## config.mk

```make
export PLATFORM = sky130hd
export DESIGN_NAME = if_prefetch_buffer
export DESIGN_NICKNAME = d
export VERILOG_FILES = /design/src/rtl/if_prefetch_buffer.sv
export SDC_FILE = /design/constraint.sdc
export NUM_CORES = 1
export LEC_CHECK = 0
export ABC_AREA = 0
export BUFFER_PORTS_ARGS = -buffer_cell sky130_fd_sc_hd__buf_2
export CAP_MARGIN = 20
export CORE_ASPECT_RATIO = 0.5
export CORE_MARGIN = 2
export CORE_UTILIZATION = 54
export CTS_BUF_LIST = sky130_fd_sc_hd__clkbuf_8
export DETAILED_ROUTE_END_ITERATION = 10
export GPL_ROUTABILITY_DRIVEN = 0
export PLACE_DENSITY = 0.78
export SLEW_MARGIN = 20
export SYNTH_ARGS = -nofsm -noshare
export SYNTH_HDL_FRONTEND = slang
export SYNTH_SLANG_ARGS = --single-unit
```

## constraint.sdc

```tcl
create_clock -name clk -period 3.3 [get_ports clk]
set_input_delay 0.495 -clock clk [delete_from_list [all_inputs] [get_ports clk]]
set_output_delay 0.495 -clock clk [all_outputs]
set_load 0.01 [all_outputs]
```

## src/rtl/if_prefetch_buffer.sv

```systemverilog
// Instruction prefetch buffer: owns the fetch PC, keeps one imem request in flight,
// and queues fetched words with PC/ExcCode for decode. Optional macro: IF_BYPASS_EN.
module if_prefetch_buffer #(
    parameter int unsigned DEPTH      = 4,
    parameter logic [31:0] PC_RESET   = 32'h0000_3000,
    parameter logic [31:0] IM_BASE    = 32'h0000_3000,
    parameter int unsigned IM_WORDS   = 4096,
    parameter logic [31:0] HANDLER_PC = 32'h0000_4180,
    parameter logic [4:0]  EXC_ADEL   = 5'd4
) (
    input  logic                         clk,
    input  logic                         reset,
    output logic                         imem_req,
    output logic [31:0]                  imem_addr,
    input  logic                         imem_valid,
    input  logic [31:0]                  imem_rdata,
    input  logic                         redirect_valid,
    input  logic [31:0]                  redirect_pc,
    input  logic                         except,
    output logic                         out_valid,
    input  logic                         out_ready,
    output logic [31:0]                  out_pc,
    output logic [31:0]                  out_instr,
    output logic [4:0]                   out_exc,
    output logic [$clog2(DEPTH+1)-1:0]   count
);

    localparam int unsigned PTR_W = $clog2(DEPTH);
    localparam int unsigned CNT_W = $clog2(DEPTH+1);
    localparam logic [32:0] IM_SPAN = 33'(IM_WORDS) << 2;

    typedef struct packed {
        logic [31:0] pc;
        logic [31:0] instr;
        logic [4:0]  exc;
    } entry_t;

    typedef enum logic [1:0] {
        RUN   = 2'd0,
        DRAIN = 2'd1,
        HALT  = 2'd2
    } state_t;

    state_t             state;
    entry_t             mem [DEPTH];
    logic [PTR_W-1:0]   rd_ptr;
    logic [PTR_W-1:0]   wr_ptr;
    logic [31:0]        fetch_pc;
    logic [31:0]        issued_pc;
    logic               pend;

    logic               flush;
    logic [31:0]        flush_pc;
    logic [32:0]        pc_off;
    logic               pc_legal;
    logic               fifo_empty;
    logic               has_space;
    logic               run_idle;
    logic               do_issue;
    logic               do_fault;
    logic               resp;
    logic               resp_push_ok;
    logic               bypass;
    logic               bypass_take;
    logic               push;
    logic               pop;
    entry_t             resp_entry;
    entry_t             push_data;
    entry_t             out_entry;

    // Except outranks redirect when both arrive together.
    assign flush    = except | redirect_valid;
    assign flush_pc = except ? HANDLER_PC : redirect_pc;

    // Offset below IM_BASE wraps to a huge 33-bit value and fails the span test.
    assign pc_off   = {1'b0, fetch_pc} - {1'b0, IM_BASE};
    assign pc_legal = (fetch_pc[1:0] == 2'b00) && (pc_off < IM_SPAN);

    assign fifo_empty = (count == '0);
    assign has_space  = (count < CNT_W'(DEPTH));

    // A request occupies a FIFO slot from issue until its response lands.
    assign run_idle = (state == RUN) && !pend && !imem_req && has_space && !flush;
    assign do_issue = run_idle && pc_legal;
    assign do_fault = run_idle && !pc_legal;

    // pend only rises after the request cycle, so a strobe coincident with imem_req is stale.
    assign resp         = imem_valid && pend;
    assign resp_push_ok = resp && (state == RUN) && !flush;

    assign resp_entry = '{pc: issued_pc, instr: imem_rdata, exc: 5'd0};

`ifdef IF_BYPASS_EN
    assign bypass      = resp_push_ok && fifo_empty;
    assign bypass_take = bypass && out_ready;
`else
    assign bypass      = 1'b0;
    assign bypass_take = 1'b0;
`endif

    assign push = (resp_push_ok && !bypass_take) || do_fault;
    assign pop  = !fifo_empty && out_ready && !flush;

    always_comb begin
        push_data = resp_entry;
        if (do_fault) begin
            push_data = '{pc: fetch_pc, instr: 32'd0, exc: EXC_ADEL};
        end
    end

    // Head selection; outputs read zero whenever nothing is presented.
    always_comb begin
        out_entry = '0;
        if (bypass) begin
            out_entry = resp_entry;
        end else if (!fifo_empty) begin
            out_entry = mem[rd_ptr];
        end
    end

    assign out_valid = !fifo_empty || bypass;
    assign out_pc    = out_entry.pc;
    assign out_instr = out_entry.instr;
    assign out_exc   = out_entry.exc;

    // Storage needs no reset: every read is qualified by count.
    always_ff @(posedge clk) begin
        if (push && !flush) begin
            mem[wr_ptr] <= push_data;
        end
    end

    always_ff @(posedge clk or negedge reset) begin
        if (!reset) begin
            state     <= RUN;
            fetch_pc  <= PC_RESET;
            issued_pc <= '0;
            pend      <= 1'b0;
            imem_req  <= 1'b0;
            imem_addr <= '0;
            rd_ptr    <= '0;
            wr_ptr    <= '0;
            count     <= '0;
        end else begin
            imem_req <= 1'b0;
            if (do_issue) begin
                imem_req  <= 1'b1;
                imem_addr <= fetch_pc;
                issued_pc <= fetch_pc;
                fetch_pc  <= fetch_pc + 32'd4;
            end

            if (flush) begin
                fetch_pc <= flush_pc;
                rd_ptr   <= '0;
                wr_ptr   <= '0;
                count    <= '0;
                if (state == DRAIN) begin
                    if (resp) begin
                        state <= RUN;
                        pend  <= 1'b0;
                    end
                end else if ((pend && !imem_valid) || imem_req) begin
                    // A response is still owed; swallow it before fetching again.
                    state <= DRAIN;
                    pend  <= 1'b1;
                end else begin
                    state <= RUN;
                    pend  <= 1'b0;
                end
            end else begin
                if (push) begin
                    wr_ptr <= wr_ptr + PTR_W'(1);
                end
                if (pop) begin
                    rd_ptr <= rd_ptr + PTR_W'(1);
                end
                if (push && !pop) begin
                    count <= count + CNT_W'(1);
                end else if (pop && !push) begin
                    count <= count - CNT_W'(1);
                end

                if (imem_req) begin
                    pend <= 1'b1;
                end else if (resp) begin
                    pend <= 1'b0;
                end

                case (state)
                    RUN: begin
                        if (do_fault) begin
                            state <= HALT;
                        end
                    end
                    DRAIN: begin
                        if (resp) begin
                            state <= RUN;
                        end
                    end
                    HALT: begin
                        state <= HALT;
                    end
                    default: begin
                        state <= RUN;
                    end
                endcase
            end
        end
    end

endmodule

```

# After elaboration in Yosys (flattened, before gate mapping)
# Memories as Yosys holds them, arrays and structs flattened.
# Index checks and enable logic that the tools add are counted.
# classes
n_addsub	6
magnitude_cmp	2
eq_ne	3
muxes	26
bitwise_logic	1
reduce_logical	33
# op_table
op	count
two-way mux 69 bit	2
two-way mux 32 bit	3
< comparator 33 x 15 -> 1 bit (second input constant)	1
subtractor 32 x 14 -> 33 bit (second input constant)	1
adder 32 x 3 -> 32 bit (second input constant)	1
logical AND 1 bit	16
two-way mux 2 bit	8
two-way mux 1 bit	9
two-way mux 3 bit	3
logical NOT 1 bit	8
case mux 2 bit (3 select lines)	1
nonzero test 2 bit	3
adder 2 x 1 -> 2 bit (second input constant)	2
logical NOT 2 bit	2
adder 3 x 1 -> 3 bit (second input constant)	1
logical NOT 3 bit	1
< comparator 3 bit (second input constant)	1
inequality test 3 bit (second input constant)	1
nonzero test 3 bit	1
subtractor 3 x 1 -> 3 bit (second input constant)	1
== test 2 x 1 -> 1 bit (second input constant)	1
== test 2 bit (second input constant)	1
logical OR 1 bit	2
OR 1 bit	1
# word_totals
reg_bits	75
mem_bits_rw	276
in_bits	70
word_cells	80
mem_count	1
# memory_table
memory	depth	word_bits	read_ports	rd_clocked_by_memory_dff	write_ports	line	text
mem	4	69	1	0	1	45	entry_t mem [DEPTH];

# Logic depth before layout (Yosys ltp)
# Gate-level depths: netlist (run 1).
# logic_depth
word_depth	12
ltp_mapped	10

# Worst setup path after synthesis (run 1)
# Ideal clock, no wire load.
# synth_timing
path_type	input to register
from	input port redirect_valid
to	memory mem[1][10] (netlist name), enable pin
setup_time_ps	430
t_arrival_ps	2927
t_required_ps	2870
path_slack_ps	-57
path_stages	6
path_buffers	1
cell_sequence	buf_2 nor2_4 nand3_1 o21bai_4 o21ai_0 and2_1
# synth_via
elab_chain_cells	8
# synth_rtl
item	line	text
start: declaration	17	input logic redirect_valid,
OR 1 bit (*)	72	assign flush = except | redirect_valid;
logical NOT 1 bit (*)	83, 89, 128	
logical AND 1 bit	83	assign run_idle = (state == RUN) && !pend && !imem_req && has_space && !flush;
logical AND 1 bit	85	assign do_fault = run_idle && !pc_legal;
logical OR 1 bit	101	assign push = (resp_push_ok && !bypass_take) || do_fault;
logical AND 1 bit (*)	128	if (push && !flush) begin
two-way mux 1 bit (*)	128	
two-way mux 1 bit (implied by the code) (*)	129	mem[wr_ptr] <= push_data;
end: declaration	45	
# Mark *: on every way between the ends. The rest lies on a longest branch, timed or not.

# Final worst setup path (run 1)
# layout_timing
from	register count[2]
to	output port out_pc[10]
# layout_via
elab_chain_cells	2
# layout_rtl
item	line	text
start: declaration	25	output logic [$clog2(DEPTH+1)-1:0] count
start signal: assignment	179	count <= count + CNT_W'(1);
start signal: assignment	181	count <= count - CNT_W'(1);
logical NOT 3 bit	79	assign fifo_empty = (count == '0);
two-way mux 69 bit	116	end else if (!fifo_empty) begin
end: declaration	22	output logic [31:0] out_pc,
# Every way passes these cells.

==> impl_metrics.yaml, run 1 <==
grt:
  grtUsageMet3_pct: 4.021
  overflow: 0
  grt_antenna_before_repair: 1
  grt_usage_pct: 21.99
  busiest_layer: "met2"
  met1_usage_pct: 28.74
  grt_pass1_vias: 7999
  grt_max_degree: 76
  grt_pass1_wl_microns: 44190
  grt_use_met2_pct: 37.47
cells_and_area:
  drive_gt1_share_pct: 32.84
  fin_nets: 1123
  final_common_cell: "edfxtp_1"
  final_cell_mix: "edfxtp_1 (260), buf_2 (170), nand2_1 (98), and2_1 (97), dfrtp_1 (71)"
  postLayoutCoreUtil_pct: 63.81
  multi_input_area_sq_um: 3861
  layoutNonFillerInstCount: 1429
  register_area_sq_um: 9694
  nFillCells: 1777
  area_growth_pct: 16.31
clocking:
  clk_pin_slew_ns: 0.07
  cts_tree: "done"
  clock_sinks: 335
  insertion_delay_ns: 0.57
  cts_setup_buffers: 0
  post_cts_resize_count: 0
  cts_hold_buf: 0
  cts_made_buffers: 46
  clk_path_buf_depth: 3
  htreeDepth: 2
  cts_root_buf: "clkbuf_8"
place:
  detailed_place_hpwl_microns: 18550
  port_buffers: 171
  dp_cells: 1343
  dpl_worst_slack_ns: 0.6387
die:
  die_y_microns: 117.1
  dieWidth_microns: 230.2
  core_area_sq_um: 25190
  num_rows: 41
  start_util_pct: 54.87
  ioPinCount: 176
  die-area_sq_um: 26970
hold_path:
  hold_class: "primary input to async pin"
timing:
  slew_headroom_pct: 33.75
  max_freq_mhz: 332.1
  finalMaxSlewViolations: 0
  tightest_slew_ns: 0.9938
  setup_viol: 0
  setup_tns_ns: 0
  min_period_ns: 3.011
  setup_ws_ns: 0.2890
  hold_violations: 0
  period_share_pct: 91.24
  rsz0062_at_grt: "false"
  fin_skew_ns: 0.02277
logic_synthesis:
  synth-seq-cells: 335
  async_reset_ff_share_pct: 22.39
  synth_ff_type: "edfxtp_1"
  synth_top_area_cell: "edfxtp_1"
  syn_avg_cell_area_sq_um: 16.24
  synth_top_area_share_pct: 56.50
  yosysWarnings: 0
  netlist_area_sq_um: 13820
  synth.area.top_cells: "edfxtp_1 (56%), dfrtp_1 (13%), mux4_2 (11%)"
  syn-instance-count: 851
  yosysSeqAreaShare_pct: 70.10
  synth_cell_type_count: 51
  synth_edf_count: 260
route:
  firstDrtPassIters: 5
  vias_per_cell: 5.482
  antenna_left: 0
  wl_per_cell_microns: 20.27
  drc: 0
  drtIter0Drc: 470
  num_vias: 7834
  drt-total-wl_microns: 28970
critical_path:
  crit_arrival_ns: 2.52
  worst-setup-path-type: "register to primary output"
  crit_path_end_kind: "primary output"
  required_ns: 2.80
  cp_max_fo: 66
  start_kind: "register"
  r2r_cells: 8
run_status:
  outcome: "finished clean"
pwr:
  p_per_area_nw_per_um2: 589.3
  ir_drop_mv: 0.2700
  power_leakage_nw: 6.439
job:
  cap_violations: 0
[per-stage QoR]
step / cell area (sq um) / hold WS [ns] / power (mW)
global route: 16070 / 0.1293 / 9.891
CTS: 16070 / 0.1007 / 9.567
finish: 16070 / 0.06878 / 9.473
global placement: 15170 / 0.4386 / 6.456
floorplan: 13840 / 0.1994 / 5.956
detailed placement: 15170 / 0.4554 / 6.509
[synthesized netlist by cell type, types with 16 or more instances]
cell type / number
mux2i_1: 21
dfrtp_1: 73
mux2_2: 16
edfxtp_1: 260
clkbuf_1: 27
nor2_1: 28
and2_1: 101
mux4_2: 65
nor2b_1: 20
inv_1: 18
nand2_1: 98
[power breakdown]
group          internal [mW]  switching, mW  leakage, nW
Combinational          0.538          0.807         2.52
Clock                   1.56           1.51        0.522
Sequential              4.94          0.119         3.40
Total                   7.04           2.44         6.44
[sequential cells by signal, summed over array words and instances (netlist names)]
register and cells:
imem_req 1, wr_ptr 2, pend 1, mem 260
state 2, issued_pc 32, count 3, rd_ptr 2
fetch_pc 32
[per-layer routing]
layer | part of all wire (%) | routed length (microns)
met5 | 0 | 0
met4 | 3.1 | 884
met3 | 5.0 | 1447
met2 | 50 | 14540
met1 | 42 | 12100
[logic make-up (layout without fill, tap and decap cells)]
group           after synthesis  after routing  synth area share (%)
flops                       335            335                 70.10
simple gates                285            285                 10.74
mux                         102            102                 13.42
buf+inv                      67            297                 2.119
compound gates               40             40                 2.055
xor+xnor                     15             15                0.9507
fa+ha+maj                     6              6                0.5976
other cells                   1              5               0.02714
[layout make-up]
class / instances / share of cell area, %
repair buffers: 194 / 6.959
clock inverters: 28 / 0.7084
diodes: 1 / 0.01557
clock buffers: 57 / 4.881
flip-flops and latches: 335 / 60.31
multi-input cells: 452 / 24.02
inverters: 18 / 0.4204
well taps: 344 / 2.678
[worst max-delay path, stage by stage, from the launching register on]
cell     delay [ns]
dfrtp_1        0.45
nor3_1         0.47
inv_2          0.54
and2_1         0.35
buf_2          0.15
[path summary, 6_finish.rpt]
| path | start | end | slack, ns |
|---|---|---|---|
| min in group clk | imem_valid | pend$_DFF_PN0_ | 0.14 |
| max reg2reg | fetch_pc[18]$_DFFE_PN0P_ | count[2]$_DFFE_PN0P_ | 0.60 |
| min reg2reg | state[0]$_DFFE_PN0P_ | state[1]$_DFFE_PN0P_ | 0.47 |
| max in group asynchronous | reset | rd_ptr[1]$_DFFE_PN0P_ | 2.44 |
| max | count[2]$_DFFE_PN0P_ | out_pc[10] | 0.29 |
| min | reset | issued_pc[25]$_DFFE_PN0P_ | 0.07 |
No activity file was read; power rests on OpenSTA's default activity.
==> run 2: changes to the inputs <==
--- a/config.mk
+++ b/config.mk
@@ -9,12 +9,11 @@
 export BUFFER_PORTS_ARGS = -buffer_cell sky130_fd_sc_hd__buf_2
 export CAP_MARGIN = 20
 export CORE_ASPECT_RATIO = 0.5
-export CORE_MARGIN = 2
-export CORE_UTILIZATION = 54
-export CTS_BUF_LIST = sky130_fd_sc_hd__clkbuf_8
+export CORE_MARGIN = 5
+export CORE_UTILIZATION = 52
 export DETAILED_ROUTE_END_ITERATION = 10
 export GPL_ROUTABILITY_DRIVEN = 0
-export PLACE_DENSITY = 0.78
+export PLACE_DENSITY = 0.76
 export SLEW_MARGIN = 20
 export SYNTH_ARGS = -nofsm -noshare
 export SYNTH_HDL_FRONTEND = slang
==> run 2 against run 1 <==
Final area increased by 0.90%. Critical path type unchanged. Largest cell class unchanged. Worst hold slack got worse by 0.094 ns. Wire length increased by 2.8%. Power increased by 4.6%. Cell count decreased by 2.0%. Register-to-register slack got worse by 0.03 ns. Critical path depth unchanged. The run now ends with negative hold slack left. First-iteration DRC count increased by 39%. Critical endpoint is now out_pc[23]. Maximum frequency about the same. Core utilization decreased by 2.2 points.
==> impl_metrics.yaml, run 2 (synthesis gave the netlist of run 1 again) <==
die:
  num_rows: 42
  core_area_sq_um: 26330
  ioPinCount: 176
  die_y_microns: 125.3
  die-area_sq_um: 30130
  start_util_pct: 52.49
  dieWidth_microns: 240.5
route:
  vias_per_cell: 5.565
  wl_per_cell_microns: 21.26
  drt-total-wl_microns: 29790
  antenna_left: 0
  num_vias: 7797
  firstDrtPassIters: 5
  drtIter0Drc: 654
  drc: 0
cells_and_area:
  register_area_sq_um: 9694
  postLayoutCoreUtil_pct: 61.60
  largest_reg_flops: 260
  final_common_cell: "edfxtp_1"
  nFillCells: 1903
  largestRegisters: "mem (260), fetch_pc (32), issued_pc (32)"
  n_antenna_cell: 0
  area_growth_pct: 17.36
  final_cell_mix: "edfxtp_1 (260), buf_2 (170), nand2_1 (98), and2_1 (97), dfrtp_1 (71)"
  fin_nets: 1103
  multi_input_area_sq_um: 3861
  largest_register: "mem"
  drive_gt1_share_pct: 31.94
pwr:
  ir_drop_mv: 0.4103
  p_per_area_nw_per_um2: 610.9
  power_leakage_nw: 6.384
critical_path:
  cp_max_fo: 66
  crit_path_end_kind: "primary output"
  crit_arrival_ns: 2.52
  r2r_slack_ns: 0.57
  worst-setup-path-type: "register to primary output"
  start_kind: "register"
  required_ns: 2.80
clocking:
  htreeDepth: 1
  clk_path_buf_depth: 3
  cts_setup_buffers: 0
  clock_sinks: 335
  cts_tree: "done"
  cts_hold_buf: 0
  cts_made_buffers: 29
  clk_pin_slew_ns: 0.07
  cts_root_buf: "clkbuf_16"
  insertion_delay_ns: 0.54
grt:
  grt_antenna_before_repair: 0
  grt_usage_pct: 19.99
  overflow: 0
  grt_pass1_wl_microns: 47110
  grt_pass1_vias: 8108
  grt_max_degree: 76
place:
  port_buffers: 171
  detailed_place_hpwl_microns: 19460
timing:
  setup_viol: 0
  setup_tns_ns: 0
  hold_slack_ns: -0.02525
  min_period_ns: 3.012
  finalMaxSlewViolations: 0
  rsz0062_at_grt: "false"
  max_freq_mhz: 332.0
  tightest_slew_ns: 0.7123
  fin_skew_ns: 0.009881
  slew_headroom_pct: 52.52
  period_share_pct: 91.28
  hold_violations: 21
hold_path:
  hold_class: "primary input to async pin"
run_status:
  outcome: "finished with violations"
  failed_checks: "negative hold slack"
job:
  cap_violations: 0
## run 2: timing repair
action	4_1_cts	5_1_grt
endpoints found under the setup margin	0	66
hold endpoints to repair	0	0
resized for setup	0	1
## run 2: final cells by class
type	count	area share, %
sequential	335	59.77
multi-input combinational	452	23.81
timing repair buffer	191	7.244
clock buffer	37	5.046
tap	352	2.716
clock inverter	16	0.9798
inverter	18	0.4320
## run 2: critical path: stages (launching register included)
cell and delay, ns:
dfrtp_1 0.44, nor3_1 0.60, inv_4 0.44, and2_1 0.32, buf_2 0.15
## run 2: power by group
part	switching (mW)	total [mW]	internal (mW)
sequential	0.124	5.06	4.94
combinational	0.829	1.39	0.564
clock	1.47	3.45	1.99
## run 2: final timing paths
path | cells after the start | from | end
worst max-delay path | 4 | count[2]$_DFFE_PN0P_ | out_pc[23]
worst min-delay path | 1 | reset | issued_pc[25]$_DFFE_PN0P_
worst max register to register | 8 | fetch_pc[18]$_DFFE_PN0P_ | count[2]$_DFFE_PN0P_
worst min register to register | 1 | state[0]$_DFFE_PN0P_ | state[1]$_DFFE_PN0P_
max in group asynchronous | 1 | reset | rd_ptr[1]$_DFFE_PN0P_
min in group clk | 2 | imem_valid | pend$_DFF_PN0_
## run 2: metal layers
metal | global-route usage, % | share of wire [%] | vias to the layer above
li1 | - | - | 3489
met1 | 26.48 | 40 | 4043
met2 | 35.40 | 53 | 220
met3 | 2.970 | 4.5 | 45
met4 | 4.667 | 2.3 | 0
met5 | 0 | 0 | -
## run 2: metrics by stage
| stage | instance area [sq um] | cells | total power [mW] | worst slack [ns] |
|---|---|---|---|---|
| 2_1_floorplan | 13840 | 854 | 5.956 | 0.6376 |
| 3_3_place_gp | 15230 | 1348 | 6.513 | 0.7069 |
| 3_5_place_dp | 15230 | 1348 | 6.561 | 0.6172 |
| 4_1_cts | 16210 | 1401 | 10.00 | 0.1124 |
| 5_1_grt | 16220 | 1401 | 10.31 | 0.1525 |
| 6_report | 16220 | 1401 | 9.907 | 0.2878 |
==> run 3: changes to the inputs <==
--- a/config.mk
+++ b/config.mk
@@ -6,14 +6,14 @@
 export NUM_CORES = 1
 export LEC_CHECK = 0
 export ABC_AREA = 0
-export BUFFER_PORTS_ARGS = -buffer_cell sky130_fd_sc_hd__buf_2
+export BUFFER_PORTS_ARGS = -buffer_cell sky130_fd_sc_hd__buf_4
 export CAP_MARGIN = 20
 export CORE_ASPECT_RATIO = 0.5
 export CORE_MARGIN = 5
-export CORE_UTILIZATION = 52
+export CORE_UTILIZATION = 62
 export DETAILED_ROUTE_END_ITERATION = 10
 export GPL_ROUTABILITY_DRIVEN = 0
-export PLACE_DENSITY = 0.76
+export PLACE_DENSITY = 0.85
 export SLEW_MARGIN = 20
 export SYNTH_ARGS = -nofsm -noshare
 export SYNTH_HDL_FRONTEND = slang
==> constraint.sdc (replaced) <==
create_clock -name clk -period 3.48 [get_ports clk]
set_input_delay 0.522 -clock clk [delete_from_list [all_inputs] [get_ports clk]]
set_output_delay 0.522 -clock clk [all_outputs]
set_load 0.01 [all_outputs]
==> run 3 against run 2 <==
The run now ends clean. Global-route usage is 4.5 points higher. Clock-buffer cell count down 2. Power is 5.5% lower. Sequential cell count stayed put. Final area grew 0.79%. Via count rose by 1.2%. Setup slack better by 0.11 ns. Highest routed layer unchanged. Sequential power shrank 4.9%. Worst hold slack better by 0.22 ns.
==> impl_metrics.yaml, run 3 (synthesis gave the netlist of run 1 again) <==
cells_and_area:
  n_antenna_cell: 0
  drive_gt1_share_pct: 31.25
  largest_reg_flops: 260
  postLayoutCoreUtil_pct: 75.06
  final_common_cell: "edfxtp_1"
  area_growth_pct: 18.28
  largest_register: "mem"
  final_cell_mix: "edfxtp_1 (260), buf_4 (178), nand2_1 (98), and2_1 (97), dfrtp_1 (71)"
  largestRegisters: "mem (260), fetch_pc (32), issued_pc (32)"
  fin_nets: 1094
pwr:
  p_seq_share_pct: 51.4
  p_per_area_nw_per_um2: 572.8
  power_leakage_nw: 6.361
  intPower_mw: 7.037
  switching_share_pct: 24.84
  ir_drop_mv: 0.4081
  clockPowerShare_pct: 33.7
  p_comb_share_pct: 14.9
  p_sw_mw: 2.326
critical_path:
  r2r_cells: 5
  crit_path_end_kind: "register"
  timing.rr.start: "fetch_pc[14]$_DFFE_PN0P_"
  crit_arrival_ns: 3.24
  required_ns: 3.64
  cp_max_fo: 65
  start_kind: "register"
  r2r_end: "mem[2][43]$_DFFE_PP_"
  r2r_slack_ns: 0.40
  worst-setup-path-type: "register to register"
run_status:
  outcome: "finished clean"
timing:
  setup_ws_ns: 0.3993
  period_share_pct: 88.53
  hold_violations: 0
  tightest_slew_ns: 1.065
  slew_headroom_pct: 29.01
  finalMaxSlewViolations: 0
  setup_tns_ns: 0
  min_period_ns: 3.081
  fin_skew_ns: 0.02310
  setup_viol: 0
  rsz0062_at_grt: "false"
  max_freq_mhz: 324.6
route:
  drtIter0Drc: 722
  wl_per_cell_microns: 22.97
  num_vias: 7890
  vias_per_cell: 5.888
  firstDrtPassIters: 6
  antenna_left: 0
  drc: 0
  drt-total-wl_microns: 30790
die:
  ioPinCount: 176
  die_y_microns: 115.6
  num_rows: 38
  dieWidth_microns: 221.1
  core_area_sq_um: 21780
  die-area_sq_um: 25560
  start_util_pct: 63.46
grt:
  overflow: 0
  grt_usage_pct: 24.46
  grt_max_degree: 76
  grt_antenna_before_repair: 0
  grt_pass1_vias: 8481
  grt_pass1_wl_microns: 48330
clocking:
  clock_sinks: 335
  clk_pin_slew_ns: 0.07
  insertion_delay_ns: 0.55
  htreeDepth: 1
  cts_tree: "done"
  cts_root_buf: "clkbuf_16"
  clk_path_buf_depth: 3
  cts_made_buffers: 28
hold_path:
  hold_start: "imem_valid"
  hold_end: "pend$_DFF_PN0_"
  hold_class: "primary input to register"
  holdPathStages: 2
place:
  port_buffers: 171
  dpl_worst_slack_ns: 0.3431
  detailed_place_hpwl_microns: 18530
job:
  cap_violations: 0
## run 3: cell count changes in the layout (fill, tap and decap cells not counted), sizes merged
cell,delta
buf,-9
clkbuf,-2
clkinv,+4
clkinvlp,-4
dlygate4sd3,+1
inv,+1
## run 3: critical path, stage by stage (launching register included)
cell,delay [ns]
dfrtp_1,0.52
and3b_1,0.23
o211ai_2,0.33
o21bai_4,0.25
o21ai_0,0.34
and2_4,0.93
## run 3: through the flow
stage	instances	instance area [sq um]	hold slack (ns)	total power, mW
finish	1340	16350	0.1989	9.363
global route	1340	16350	0.2016	9.716
CTS	1338	16310	0.1660	9.398
detailed placement	1286	15390	0.4496	6.272
global placement	1286	15390	0.4384	6.207
floorplan	854	13830	0.2264	5.655
## run 3: area by class of cell
class	count	area (sq um)
clock inverter	17	165.2
sequential	335	9694
multi-input combinational	452	3861
inverter	18	67.56
tap	300	375.4
clock buffer	35	748.2
fill	1248	5430
timing repair buffer	183	1434
## run 3: worst max-delay path by stage
stage | startpoint | slack [ns] | endpoint
final | fetch_pc[14]$_DFFE_PN0P_ | 0.40 | mem[2][43]$_DFFE_PP_
after global routing | count[2]$_DFFE_PN0P_ | 0.28 | out_pc[5]
after CTS | fetch_pc[13]$_DFFE_PN1P_ | 0.46 | mem[0][24]$_DFFE_PP_
after detailed placement | except | 0.34 | mem[2][48]$_DFFE_PP_
after global placement | except | 0.48 | mem[1][48]$_DFFE_PP_
after floorplan | redirect_valid | 0.1 | mem[1][10]$_DFFE_PP_
## run 3: timing repair
item | CTS | global route
buffers inserted | 0 | 0
gates resized for setup | 0 | 0
hold buffers | 0 | 1
endpoints found under the hold margin | 0 | 26
## run 3: per-layer routing
layer  up-vias  wire length (microns)  track usage, %
li1       3467                      -               -
met1      4047                  12110           32.05
met2       304                  16060           43.25
met3        72                   1564           3.872
met4         0                   1049           8.258
met5         -                      0               0
## run 3: power by group through the flow
| stage | Clock [mW] | Sequential, mW | Combinational (mW) |
|---|---|---|---|
| after global placement | 0 | 4.86 | 1.34 |
| after CTS | 3.19 | 4.81 | 1.40 |
| after global routing | 3.37 | 4.83 | 1.52 |
| after detailed placement | 0 | 4.89 | 1.39 |
| after floorplan | 0 | 4.86 | 0.796 |
| final | 3.16 | 4.81 | 1.40 |
